$ cat config.mk
export PLATFORM = sky130hd
export DESIGN_NAME = spi_master_burst
export DESIGN_NICKNAME = d
export VERILOG_FILES = /design/src/rtl/spi_master_burst.sv
export SDC_FILE = /design/constraint.sdc
export NUM_CORES = 1
export LEC_CHECK = 0
export ABC_AREA = 1
export BUFFER_PORTS_ARGS = -buffer_cell sky130_fd_sc_hd__buf_2
export CAP_MARGIN = 20
export CORE_ASPECT_RATIO = 1.4
export CORE_UTILIZATION = 50
export CTS_BUF_LIST = sky130_fd_sc_hd__clkbuf_8
export CTS_CLUSTER_DIAMETER = 50
export DETAILED_ROUTE_END_ITERATION = 8
export PLACE_DENSITY = 0.75
export SLEW_MARGIN = 40
export SYNTH_ARGS = -nofsm -noshare
export SYNTH_HDL_FRONTEND = slang
export SYNTH_SLANG_ARGS = --single-unit
$ cat constraint.sdc
create_clock -name clk -period 2.7 [get_ports clk]
set_clock_uncertainty 0.2 [all_clocks]
set_input_delay 0.675 -clock clk [delete_from_list [all_inputs] [get_ports clk]]
set_output_delay 0.675 -clock clk [all_outputs]
set_load 0.1 [all_outputs]
$ cat src/rtl/spi_master_burst.sv
// spi_master_burst: SPI master with runtime CPOL/CPHA, clock divider,
// MSB/LSB-first shifting and multi-word bursts that keep CS asserted.
module spi_master_burst #(
    parameter int DATA_W = 8,
    parameter int NUM_CS = 4,
    parameter int DIV_W  = 8,
    localparam int CSW   = (NUM_CS > 1) ? $clog2(NUM_CS) : 1
) (
    input  logic              clk,
    input  logic              rst_n,
    input  logic              cfg_cpol,
    input  logic              cfg_cpha,
    input  logic              cfg_lsb_first,
    input  logic [DIV_W-1:0]  cfg_div,
    input  logic              tx_valid,
    output logic              tx_ready,
    input  logic [DATA_W-1:0] tx_data,
    input  logic [CSW-1:0]    tx_cs,
    input  logic              tx_last,
    output logic              rx_valid,
    output logic [DATA_W-1:0] rx_data,
    output logic              busy,
    input  logic              SPI_MISO,
    output logic              SPI_MOSI,
    output logic              SPI_CLK,
    output logic [NUM_CS-1:0] SPI_EN
);
    localparam int            EW        = $clog2(2 * DATA_W + 1);
    localparam logic [EW-1:0] LAST_EDGE = EW'(2 * DATA_W);

    typedef enum logic [2:0] {IDLE, SETUP, SHIFT, HOLD, DONE} state_t;

    state_t              state_q;
    logic [DIV_W-1:0]    cnt_q, div_q;
    logic [EW-1:0]       edge_q, edge_d;
    logic [DATA_W-1:0]   data_q, rx_q, rx_d, rx_data_q;
    logic                cpol_q, cpha_q, lsb_q, last_q;
    logic                sclk_q, mosi_q, rx_valid_q;
    logic [NUM_CS-1:0]   en_q;

    // Bit k of the word in transmission order.
    function automatic logic pick_bit(input logic [DATA_W-1:0] d, input logic lsb,
                                      input logic [EW-1:0] k);
        logic b;
        b = 1'b0;
        for (int i = 0; i < DATA_W; i++)
            if (EW'(i) == k) b = lsb ? d[i] : d[DATA_W-1-i];
        return b;
    endfunction

    // One-hot-low select; an out-of-range index leaves every line high.
    function automatic logic [NUM_CS-1:0] cs_decode(input logic [CSW-1:0] idx);
        logic [NUM_CS-1:0] en;
        en = '1;
        for (int i = 0; i < NUM_CS; i++)
            if (int'(idx) == i) en[i] = 1'b0;
        return en;
    endfunction

    // Next SCLK edge number and receive shift value including the current MISO bit.
    always_comb begin
        edge_d = edge_q + 1'b1;
        rx_d   = cfg_lsb_first_unused_guard(rx_q);
    end

    function automatic logic [DATA_W-1:0] cfg_lsb_first_unused_guard(input logic [DATA_W-1:0] r);
        return lsb_q ? {SPI_MISO, r[DATA_W-1:1]} : {r[DATA_W-2:0], SPI_MISO};
    endfunction

    // Transfer FSM; every SPI pin and status bit comes straight from a flop.
    always_ff @(posedge clk or negedge rst_n) begin
        if (!rst_n) begin
            state_q    <= IDLE;
            cnt_q      <= '0;
            div_q      <= '0;
            edge_q     <= '0;
            data_q     <= '0;
            rx_q       <= '0;
            rx_data_q  <= '0;
            cpol_q     <= 1'b0;
            cpha_q     <= 1'b0;
            lsb_q      <= 1'b0;
            last_q     <= 1'b0;
            sclk_q     <= 1'b0;
            mosi_q     <= 1'b0;
            rx_valid_q <= 1'b0;
            en_q       <= '1;
        end else begin
            rx_valid_q <= 1'b0;
            case (state_q)
                IDLE: begin
                    sclk_q <= cfg_cpol;
                    if (tx_valid) begin
                        data_q  <= tx_data;
                        last_q  <= tx_last;
                        cpol_q  <= cfg_cpol;
                        cpha_q  <= cfg_cpha;
                        lsb_q   <= cfg_lsb_first;
                        div_q   <= cfg_div;
                        cnt_q   <= cfg_div;
                        en_q    <= cs_decode(tx_cs);
                        if (!cfg_cpha) mosi_q <= pick_bit(tx_data, cfg_lsb_first, '0);
                        state_q <= SETUP;
                    end
                end
                SETUP: begin
                    sclk_q <= cpol_q;
                    if (cnt_q == '0) begin
                        cnt_q   <= div_q;
                        edge_q  <= '0;
                        state_q <= SHIFT;
                    end else begin
                        cnt_q <= cnt_q - 1'b1;
                    end
                end
                SHIFT: begin
                    if (cnt_q == '0) begin
                        cnt_q  <= div_q;
                        sclk_q <= ~sclk_q;
                        edge_q <= edge_d;
                        // CPHA=0 samples on odd edges, CPHA=1 on even edges; the other edge drives.
                        if (edge_d[0] != cpha_q) rx_q <= rx_d;
                        else if (edge_d != LAST_EDGE) mosi_q <= pick_bit(data_q, lsb_q, edge_d >> 1);
                        if (edge_d == LAST_EDGE) begin
                            rx_data_q  <= cpha_q ? rx_d : rx_q;
                            rx_valid_q <= 1'b1;
                            state_q    <= last_q ? DONE : HOLD;
                        end
                    end else begin
                        cnt_q <= cnt_q - 1'b1;
                    end
                end
                HOLD: begin
                    sclk_q <= cpol_q;
                    if (tx_valid) begin
                        data_q  <= tx_data;
                        last_q  <= tx_last;
                        cnt_q   <= div_q;
                        if (!cpha_q) mosi_q <= pick_bit(tx_data, lsb_q, '0);
                        state_q <= SETUP;
                    end
                end
                DONE: begin
                    sclk_q <= cpol_q;
                    if (cnt_q == '0) begin
                        en_q    <= '1;
                        state_q <= IDLE;
                    end else begin
                        cnt_q <= cnt_q - 1'b1;
                    end
                end
                default: state_q <= IDLE;
            endcase
        end
    end

    assign tx_ready = (state_q == IDLE) || (state_q == HOLD);
    assign busy     = (state_q != IDLE);
    assign rx_valid = rx_valid_q;
    assign rx_data  = rx_data_q;
    assign SPI_MOSI = mosi_q;
    assign SPI_CLK  = sclk_q;
    assign SPI_EN   = en_q;

endmodule
==> impl_metrics.toml, run 1 <==
[yosys]
synth_seq_cells = 59
synthSimpleGateAreaFrac_pct = 28.57
synthAdderAreaFrac_pct = 1.070
seq_area_frac_synth_pct = 42.23
synthTopCellsByArea = "dfrtp_1 39%, nand2_1 13%, o21ai_0 4.6%"
synth_largest_area_cell = "dfrtp_1"
yosys_warnings = 0
yosys.area.top_type_share_pct = 39.23
synth_top_family_by_area = "simple AND/OR/NAND/NOR gates"
syn_area_um2 = 3508
muxShareOfSynthArea_pct = 3.566
syn_nets = 456
synth_xor_area_share_pct = 0.7489
yosys.cell_types.count = 40
synth_compound_area_share_pct = 15.34
postSynthAreaPerCell_um2 = 8.216
syn-instance-count = 427

[timing]
max_slew.worst_pin.slew_ns = 0.7522
setup_tns_ns = 0
slew_headroom_pct = 49.74
fin_crit_ns = 2.528
hold_ws_ns = 0.1544
post-route-period-util_pct = 93.64
fmax_ghz = 0.3955
rsz0062_at_grt = "no"
slew_viol_final = 0
finalHoldViolCount = 0
setup_viol = 0

[cells_and_area]
layout_common_cells = "124 x nand2_1, 55 x dfrtp_1, 42 x buf_2, 41 x inv_1, 32 x o21ai_0"
final_common_cell = "nand2_1"
synthToLayoutAreaGrowth_pct = 12.55
drive_above_1_share_pct = 27.00
fin_cells = 566
multi_input_area_um2 = 1729
stdcell_area_um2 = 3949
nFillCells = 606
nets = 499
n_antenna_cell = 0
seq_area_um2 = 1481

[global_route]
grt_pass1_vias = 2784
grt_pass1_wl_mm = 12.05
grt_usage_pct = 21.70
grt_max_degree = 35
overflow = 0
antenna_found_initial = 0

[floorplan]
rows = 35
dieArea_um2 = 7361
ios = 43
core_area_um2 = 6700
dieWidth_um = 72.80
fp.dieH_um = 101.1
initial_utilization_pct = 52.36

[power]
finalPower_w = 0.005051
p_clk_share_pct = 16.0
p_leak_nw = 2.042
powerDensity_nw_per_um2 = 1279
switching_share_pct = 50.24
seqPwrFrac_pct = 30.5
ir_drop_mv = 0.6280
p_switching_w = 0.002538
power_frac_comb_pct = 53.6
p_int_w = 0.002513

[route]
via_per_inst = 5.214
drcViolationCount = 0
drt_pass1_iterations = 4
avgRoutedWirePerCell_um = 12.94
met3_length_um = 285
wl_met1_mm = 3.062
ant_nets = 0
drt_wl_total_mm = 7.326
vias = 2951
top_layer_used = "met4"
dr_wl_met2_mm = 3.773
drtIter0Drc = 155

[place]
placed_area_um2 = 3755
dp_cells = 551
io_buffers = 42
gp_congestion = 0.8891
hpwl_mm = 5.245

[setup_path]
crit_family = "flip-flops"
critical_path_class = "reg2out"
critPathSlowestCell = "dfrtp_1"
r2r-start = "state_q[0]$_DFFE_PN0P_"
path_buf_inv = 1
crit_top_cell = "nand2_4"
reg2reg_slack_ns = 0.55
worstSetupStartpointType = "register"
cpPeakStageDelay_ns = 0.48
crit_start = "state_q[0]$_DFFE_PN0P_"
crit_chain = "nor2_4, nand2_4, nand2_4, buf_2"
crit_path_end_kind = "output pin"
required_ns = 1.82
crit_fanout = 6
arrival_ns = 1.65

[cts]
cts_tree = "done"
clock_sinks = 59
path_clk_slew_ns = 0.07
cts_root_buf = "clkbuf_8"
clockBufferDepth = 2
cts_buffers = 9
ctsHoldBuffers = 0
htree_levels = 3
cts_post_setup_buffers_inserted = 0
clock_latency_ns = 0.34
ctsResizeCount = 0

[outcome]
outcome = "complete, no violations"

[flow_run]
cap_viol_max_count = 0

[hold_path]
hp-class = "in2async"
==> area by class of cell <==
class                   instances  share of cell area, %
repair buffers                 44                  6.020
clock inverters                 4                  1.077
flip-flops and latches         59                  37.52
inverters                      49                  4.848
multi-input cells             307                  43.79
well taps                      92                  2.915
clock buffers                  11                  3.834
==> layer usage <==
metal	track usage [%]	vias to the layer above
li1	-	1471
met1	23.49	1390
met2	38.46	73
met3	5.900	17
met4	10.86	0
met5	0	-
==> cells in the mapped netlist, drive strengths merged <==
cell type	count
o221ai	1
nand3b	2
a41oi	4
nand3	31
mux2	8
ha	3
nand2	138
inv	49
nor2	32
xnor2	1
dfrtp	55
a21oi	20
nand4	2
mux2i	2
buf	9
xor2	2
dfstp	4
clkbuf	3
a32o	1
o21ai	59
a31oi	1
==> sequential cells by signal (all words and copies together), names as in the netlist <==
| register | count |
|---|---|
| SPI_CLK | 1 |
| div_q | 8 |
| edge_q | 5 |
| rx_data | 8 |
| cnt_q | 8 |
| data_q | 8 |
| state_q | 3 |
| cpol_q | 1 |
| last_q | 1 |
| SPI_MOSI | 1 |
| rx_valid | 1 |
| SPI_EN | 4 |
| cpha_q | 1 |
| lsb_q | 1 |
| rx_q | 8 |
==> path summary, 6_finish.rpt <==
kind,endpoint,depth (start not counted)
max,tx_ready,4
min,data_q[4]$_DFFE_PN0P_,1
max reg2reg,SPI_EN[2]$_DFFE_PN1P_,7
min reg2reg,rx_data[2]$_DFFE_PN0P_,2
max in group asynchronous,SPI_EN[2]$_DFFE_PN1P_,2
min in group clk,rx_data[2]$_DFFE_PN0P_,2
==> logic make-up (layout without fill, tap and decap cells) <==
logic type      after synthesis  after routing
mux                          10             10
compound gates               86             86
fa+ha+maj                     3              3
simple gates                205            205
flops                        59             59
xor+xnor                      3              3
buf+inv                      61            108
==> power by group through the flow <==
stage               combinational [W]  clock [W]  sequential [W]
finish                        0.00271   0.000806         0.00154
global route                  0.00296   0.000866         0.00158
CTS                           0.00272   0.000827         0.00154
detailed placement            0.00271          0         0.00155
global placement              0.00265          0         0.00153
floorplan                     0.00204          0         0.00179
==> per-stage QoR <==
step / utilization [%] / setup slack, ns
floorplan: - / 0.5683
CTS: 58.94 / 0.1618
global route: 58.94 / 0.1124
detailed placement: 56.04 / 0.5413
finish: 58.94 / 0.1718
global placement: 56.04 / 0.5629
Note: power is estimated with default switching activity, not from simulation.
==> inputs of run 2 (changes only) <==
--- a/config.mk
+++ b/config.mk
@@ -13,7 +13,7 @@
 export CTS_BUF_LIST = sky130_fd_sc_hd__clkbuf_8
 export CTS_CLUSTER_DIAMETER = 50
 export DETAILED_ROUTE_END_ITERATION = 8
-export PLACE_DENSITY = 0.75
+export PLACE_DENSITY = 0.78
 export SLEW_MARGIN = 40
 export SYNTH_ARGS = -nofsm -noshare
 export SYNTH_HDL_FRONTEND = slang
==> constraint.sdc (replaced) <==
create_clock -name clk -period 2.3 [get_ports clk]
set_clock_uncertainty 0.2 [all_clocks]
set_input_delay 0.575 -clock clk [delete_from_list [all_inputs] [get_ports clk]]
set_output_delay 0.575 -clock clk [all_outputs]
set_load 0.1 [all_outputs]
==> run 2 against run 1 <==
Against the previous run: combinational power is 22% higher; hold slack worse by 0.14 ns; wire length is 0.19% lower; register-to-register slack worse by 0.30 ns; largest power group unchanged; core utilization is 0.82 points higher; first-iteration DRC count is 39% higher; design area is 1.4% higher; setup slack worse by 0.094 ns; sequential power is 15% higher.
==> impl_metrics.toml, run 2 (synthesis gave the netlist of run 1 again) <==
[outcome]
outcome = "complete, no violations"

[setup_path]
crit_path_end_kind = "output pin"
rr_endpoint = "rx_data[7]$_DFFE_PN0P_"
crit_chain = "nor2_4, nand2_4, nand2_4, buf_12"
arrival_ns = 1.45
crit_top_cell = "nand2_4"
required_ns = 1.52
r2r-start = "edge_q[0]$_DFFE_PN0P_"
crit_fanout = 6
worstSetupStartpointType = "register"
crit_start = "state_q[0]$_DFFE_PN0P_"
reg2reg_slack_ns = 0.25
cpPeakStageDelay_ns = 0.49
path_buf_inv = 1
ff2ff_path_depth = 8
critical_path_class = "reg2out"
crit_family = "flip-flops"
critPathSlowestCell = "dfrtp_1"

[route]
ant_nets = 0
via_per_inst = 5.189
drtIter0Drc = 216
drcViolationCount = 0
drt_wl_total_mm = 7.312
vias = 2958
avgRoutedWirePerCell_um = 12.83
drt_pass1_iterations = 4

[global_route]
antenna_found_initial = 0
grt_usage_pct = 22.45
grt_pass1_vias = 2900
grt_pass1_wl_mm = 12.70
overflow = 0
grt_max_degree = 29

[timing]
fmax_ghz = 0.4500
slew_viol_final = 0
rsz0062_at_grt = "no"
post-route-period-util_pct = 96.61
finalHoldViolCount = 0
setup_viol = 0
setup_tns_ns = 0
slew_headroom_pct = 63.71
fin_crit_ns = 2.222
max_slew.worst_pin.slew_ns = 0.5444
worst_slack_ns = 0.07799

[cts]
path_clk_slew_ns = 0.08
clock_latency_ns = 0.35
ctsHoldBuffers = 0
cts_post_setup_buffers_inserted = 0
cts_root_buf = "clkbuf_8"
cts_buffers = 9
cts_tree = "done"
clockBufferDepth = 2
clock_sinks = 59
htree_levels = 3

[place]
placed_area_um2 = 3792
gp_congestion = 0.8981
io_buffers = 42
post-place-ws_ns = 0.2868
hpwl_mm = 5.504

[floorplan]
ios = 43
dieWidth_um = 72.80
fp.dieH_um = 101.1
core_area_um2 = 6700
initial_utilization_pct = 52.36
dieArea_um2 = 7361
rows = 35

[cells_and_area]
final_common_cell = "nand2_1"
layout_common_cells = "124 x nand2_1, 55 x dfrtp_1, 40 x buf_2, 39 x inv_1, 32 x o21ai_0"
n_antenna_cell = 0
stdcell_area_um2 = 4004
drive_above_1_share_pct = 28.03
final_util_pct = 59.76
synthToLayoutAreaGrowth_pct = 14.12
nets = 502

[power]
powerDensity_nw_per_um2 = 1519
p_leak_nw = 2.054
ir_drop_mv = 0.8821

[hold_path]
hp-class = "in2async"

[flow_run]
cap_viol_max_count = 0
==> run 2: metrics by stage <==
step                      cells  power, W  hold slack (ns)
after global routing        570  0.006538          0.04724
after floorplan             427  0.004490          0.07941
after CTS                   570  0.006090          0.02699
after detailed placement    554  0.005081           0.2639
final                       570  0.006081          0.01015
after global placement      554  0.004980           0.2609
==> run 2: report_power, final <==
| part | switching, W | leakage [nW] | internal [W] | total, W |
|---|---|---|---|---|
| logic | 0.00227 | 1.23 | 0.00104 | 0.00331 |
| registers | 0.000335 | 0.728 | 0.00143 | 0.00177 |
| clock network | 0.000462 | 0.0999 | 0.000541 | 0.00100 |
==> run 2: routing by layer <==
layer  part of all wire, %  global-route usage, %
met5                     0                      0
met4                   1.9                  9.351
met3                   2.9                  4.600
met2                    53                  39.97
met1                    42                  25.92
==> run 2: worst max-delay path by stage <==
stage	slack, ns	cells past startpoint	endpoint
floorplan	0.17	6	data_q[3]$_DFFE_PN0P_
global placement	0.32	8	rx_data[1]$_DFFE_PN0P_
detailed placement	0.29	8	rx_data[2]$_DFFE_PN0P_
CTS	0.02	3	busy
global route	0.02	4	tx_ready
finish	0.08	4	tx_ready
==> run 2: area by class of cell <==
type	count	area (um^2)
Clock inverter	6	71.32
Multi-Input combinational cell	307	1729
Timing Repair Buffer	47	277.8
Tap cell	92	115.1
Clock buffer	10	137.6
Fill cell	607	2696
Inverter	49	191.4
Sequential cell	59	1481
==> run 2: timing repair <==
action | CTS | global route
resized for setup | 0 | 1
endpoints found under the hold margin | 0 | 0
endpoints found under the setup margin | 0 | 1
==> inputs of run 3 (changes only) <==
--- a/config.mk
+++ b/config.mk
@@ -9,6 +9,7 @@
 export BUFFER_PORTS_ARGS = -buffer_cell sky130_fd_sc_hd__buf_2
 export CAP_MARGIN = 20
 export CORE_ASPECT_RATIO = 1.4
+export CORE_MARGIN = 2
 export CORE_UTILIZATION = 50
 export CTS_BUF_LIST = sky130_fd_sc_hd__clkbuf_8
 export CTS_CLUSTER_DIAMETER = 50
==> run 3 against run 2 <==
Against the previous run: die area up 4.8%; design area up 1.7%; first-iteration DRC count up 1.9%; cell count up 1.1%; wire length up 1.8%; clock power up 22%; critical path type unchanged; critical endpoint unchanged.
==> impl_metrics.toml, run 3 (synthesis gave the netlist of run 1 again) <==
[cells_and_area]
final_common_cell = "nand2_1"
nets = 505
fin_cells = 576
layout_common_cells = "124 x nand2_1, 54 x dfrtp_1, 40 x buf_2, 39 x inv_1, 32 x o21ai_0"
drive_above_1_share_pct = 28.48
synthToLayoutAreaGrowth_pct = 16.08
stdcell_area_um2 = 4073
multi_input_area_um2 = 1729
nFillCells = 634
seq_area_um2 = 1483
n_antenna_cell = 0

[setup_path]
critPathCapture = "tx_ready"
arrival_ns = 1.44
required_ns = 1.52
ff2ff_path_depth = 9
r2r-start = "cnt_q[0]$_DFFE_PN0P_"
critical_path_class = "reg2out"
rr_endpoint = "rx_data[5]$_DFFE_PN0P_"
reg2reg_slack_ns = 0.28
worstSetupStartpointType = "register"
crit_fanout = 5
crit_path_end_kind = "output pin"
crit_start = "state_q[1]$_DFFE_PN0P_"

[power]
powerDensity_nw_per_um2 = 1549
p_leak_nw = 2.095
ir_drop_mv = 0.7662
finalPower_w = 0.006308

[cts]
clock_sinks = 59
cts_post_setup_buffers_inserted = 0
clockBufferDepth = 2
cts_root_buf = "clkbuf_8"
cts_buffers = 9
cts_tree = "done"
clock_latency_ns = 0.34
htree_levels = 3
path_clk_slew_ns = 0.07

[place]
io_buffers = 42
gp_congestion = 0.8828
hpwl_mm = 5.679
placed_area_um2 = 3799
dp_cells = 559
post-place-ws_ns = 0.2662

[floorplan]
initial_utilization_pct = 50.91
dieWidth_um = 74.80
core_area_um2 = 6892
rows = 36
ios = 43
fp.dieH_um = 103.1
dieArea_um2 = 7712

[global_route]
grt_usage_pct = 21.40
antenna_found_initial = 0
overflow = 0
grt_pass1_wl_mm = 12.54
grt_max_degree = 19
grt_pass1_vias = 2861

[route]
via_per_inst = 5.168
ant_nets = 0
drcViolationCount = 0
drtIter0Drc = 220
drt_wl_total_mm = 7.443
avgRoutedWirePerCell_um = 12.92
drt_pass1_iterations = 4
vias = 2977

[timing]
rsz0062_at_grt = "no"
worst_slack_ns = 0.08849
slew_headroom_pct = 67.77
fmax_ghz = 0.4522
setup_tns_ns = 0
fin_crit_ns = 2.212
post-route-period-util_pct = 96.15
max_slew.worst_pin.slew_ns = 0.4868
finalHoldViolCount = 0
setup_viol = 0
slew_viol_final = 0

[flow_run]
cap_viol_max_count = 0

[hold_path]
hp-class = "in2reg"

[outcome]
outcome = "complete, no violations"
-- run 3: cell types whose count changed in the layout (fill, tap and decap cells not counted), sizes merged --
| cell | delta |
|---|---|
| buf | +2 |
| bufinv | +2 |
| clkinv | +1 |
| clkinvlp | -2 |
| dlygate4sd3 | +1 |
| inv | -3 |
| clkbuf | +2 |
-- run 3: power breakdown --
| part | switching, W | internal [W] | leakage [nW] | total, W |
|---|---|---|---|---|
| registers | 0.000330 | 0.00144 | 0.727 | 0.00177 |
| clock network | 0.000418 | 0.000807 | 0.133 | 0.00122 |
| logic | 0.00227 | 0.00105 | 1.24 | 0.00332 |
-- run 3: worst min-delay path by stage --
stage | end | from | cells after the start
final | SPI_EN[3]$_DFFE_PN1P_ | tx_cs[0] | 2
after global routing | SPI_EN[2]$_DFFE_PN1P_ | tx_cs[1] | 2
after CTS | SPI_EN[3]$_DFFE_PN1P_ | tx_cs[0] | 2
after detailed placement | rx_data[4]$_DFFE_PN0P_ | rx_data[4]$_DFFE_PN0P_ | 2
after global placement | rx_data[7]$_DFFE_PN0P_ | rx_data[7]$_DFFE_PN0P_ | 2
after floorplan | SPI_CLK$_DFFE_PN0P_ | rst_n | 0
-- run 3: per-stage QoR --
| step | hold slack [ns] | util [%] |
|---|---|---|
| 2_1_floorplan | 0.07941 | - |
| 3_3_place_gp | 0.2620 | 55.12 |
| 3_5_place_dp | 0.2664 | 55.12 |
| 4_1_cts | 0.2214 | 59.04 |
| 5_1_grt | 0.2436 | 59.10 |
| 6_report | 0.2424 | 59.10 |
-- run 3: critical path, cell delays in order (launching register included) --
cell	delay, ns
dfrtp_1	0.49
nor2_4	0.20
nand2_4	0.10
nand2_4	0.12
buf_12	0.18
-- run 3: timing repair --
| item | 4_1_cts | 5_1_grt |
|---|---|---|
| hold buffers | 1 | 0 |
| resized for setup | 0 | 2 |
| setup endpoints to repair | 0 | 2 |
| endpoints found under the hold margin | 11 | 0 |
-- run 3: final cells by class --
class                           count  share of cell area [%]
Clock buffer                       12                   4.055
Clock inverter                      4                   2.335
Inverter                           49                   4.700
Multi-Input combinational cell    307                   42.46
Sequential cell                    59                   36.41
Tap cell                           95                   2.919
Timing Repair Buffer               50                   7.127
-- run 3: layer usage --
metal,GRT usage (%),vias up,wire length (um)
met5,0,-,0
met4,10.03,0,187
met3,4.692,16,265
met2,37.03,62,3975
met1,24.80,1412,3015
li1,-,1487,-
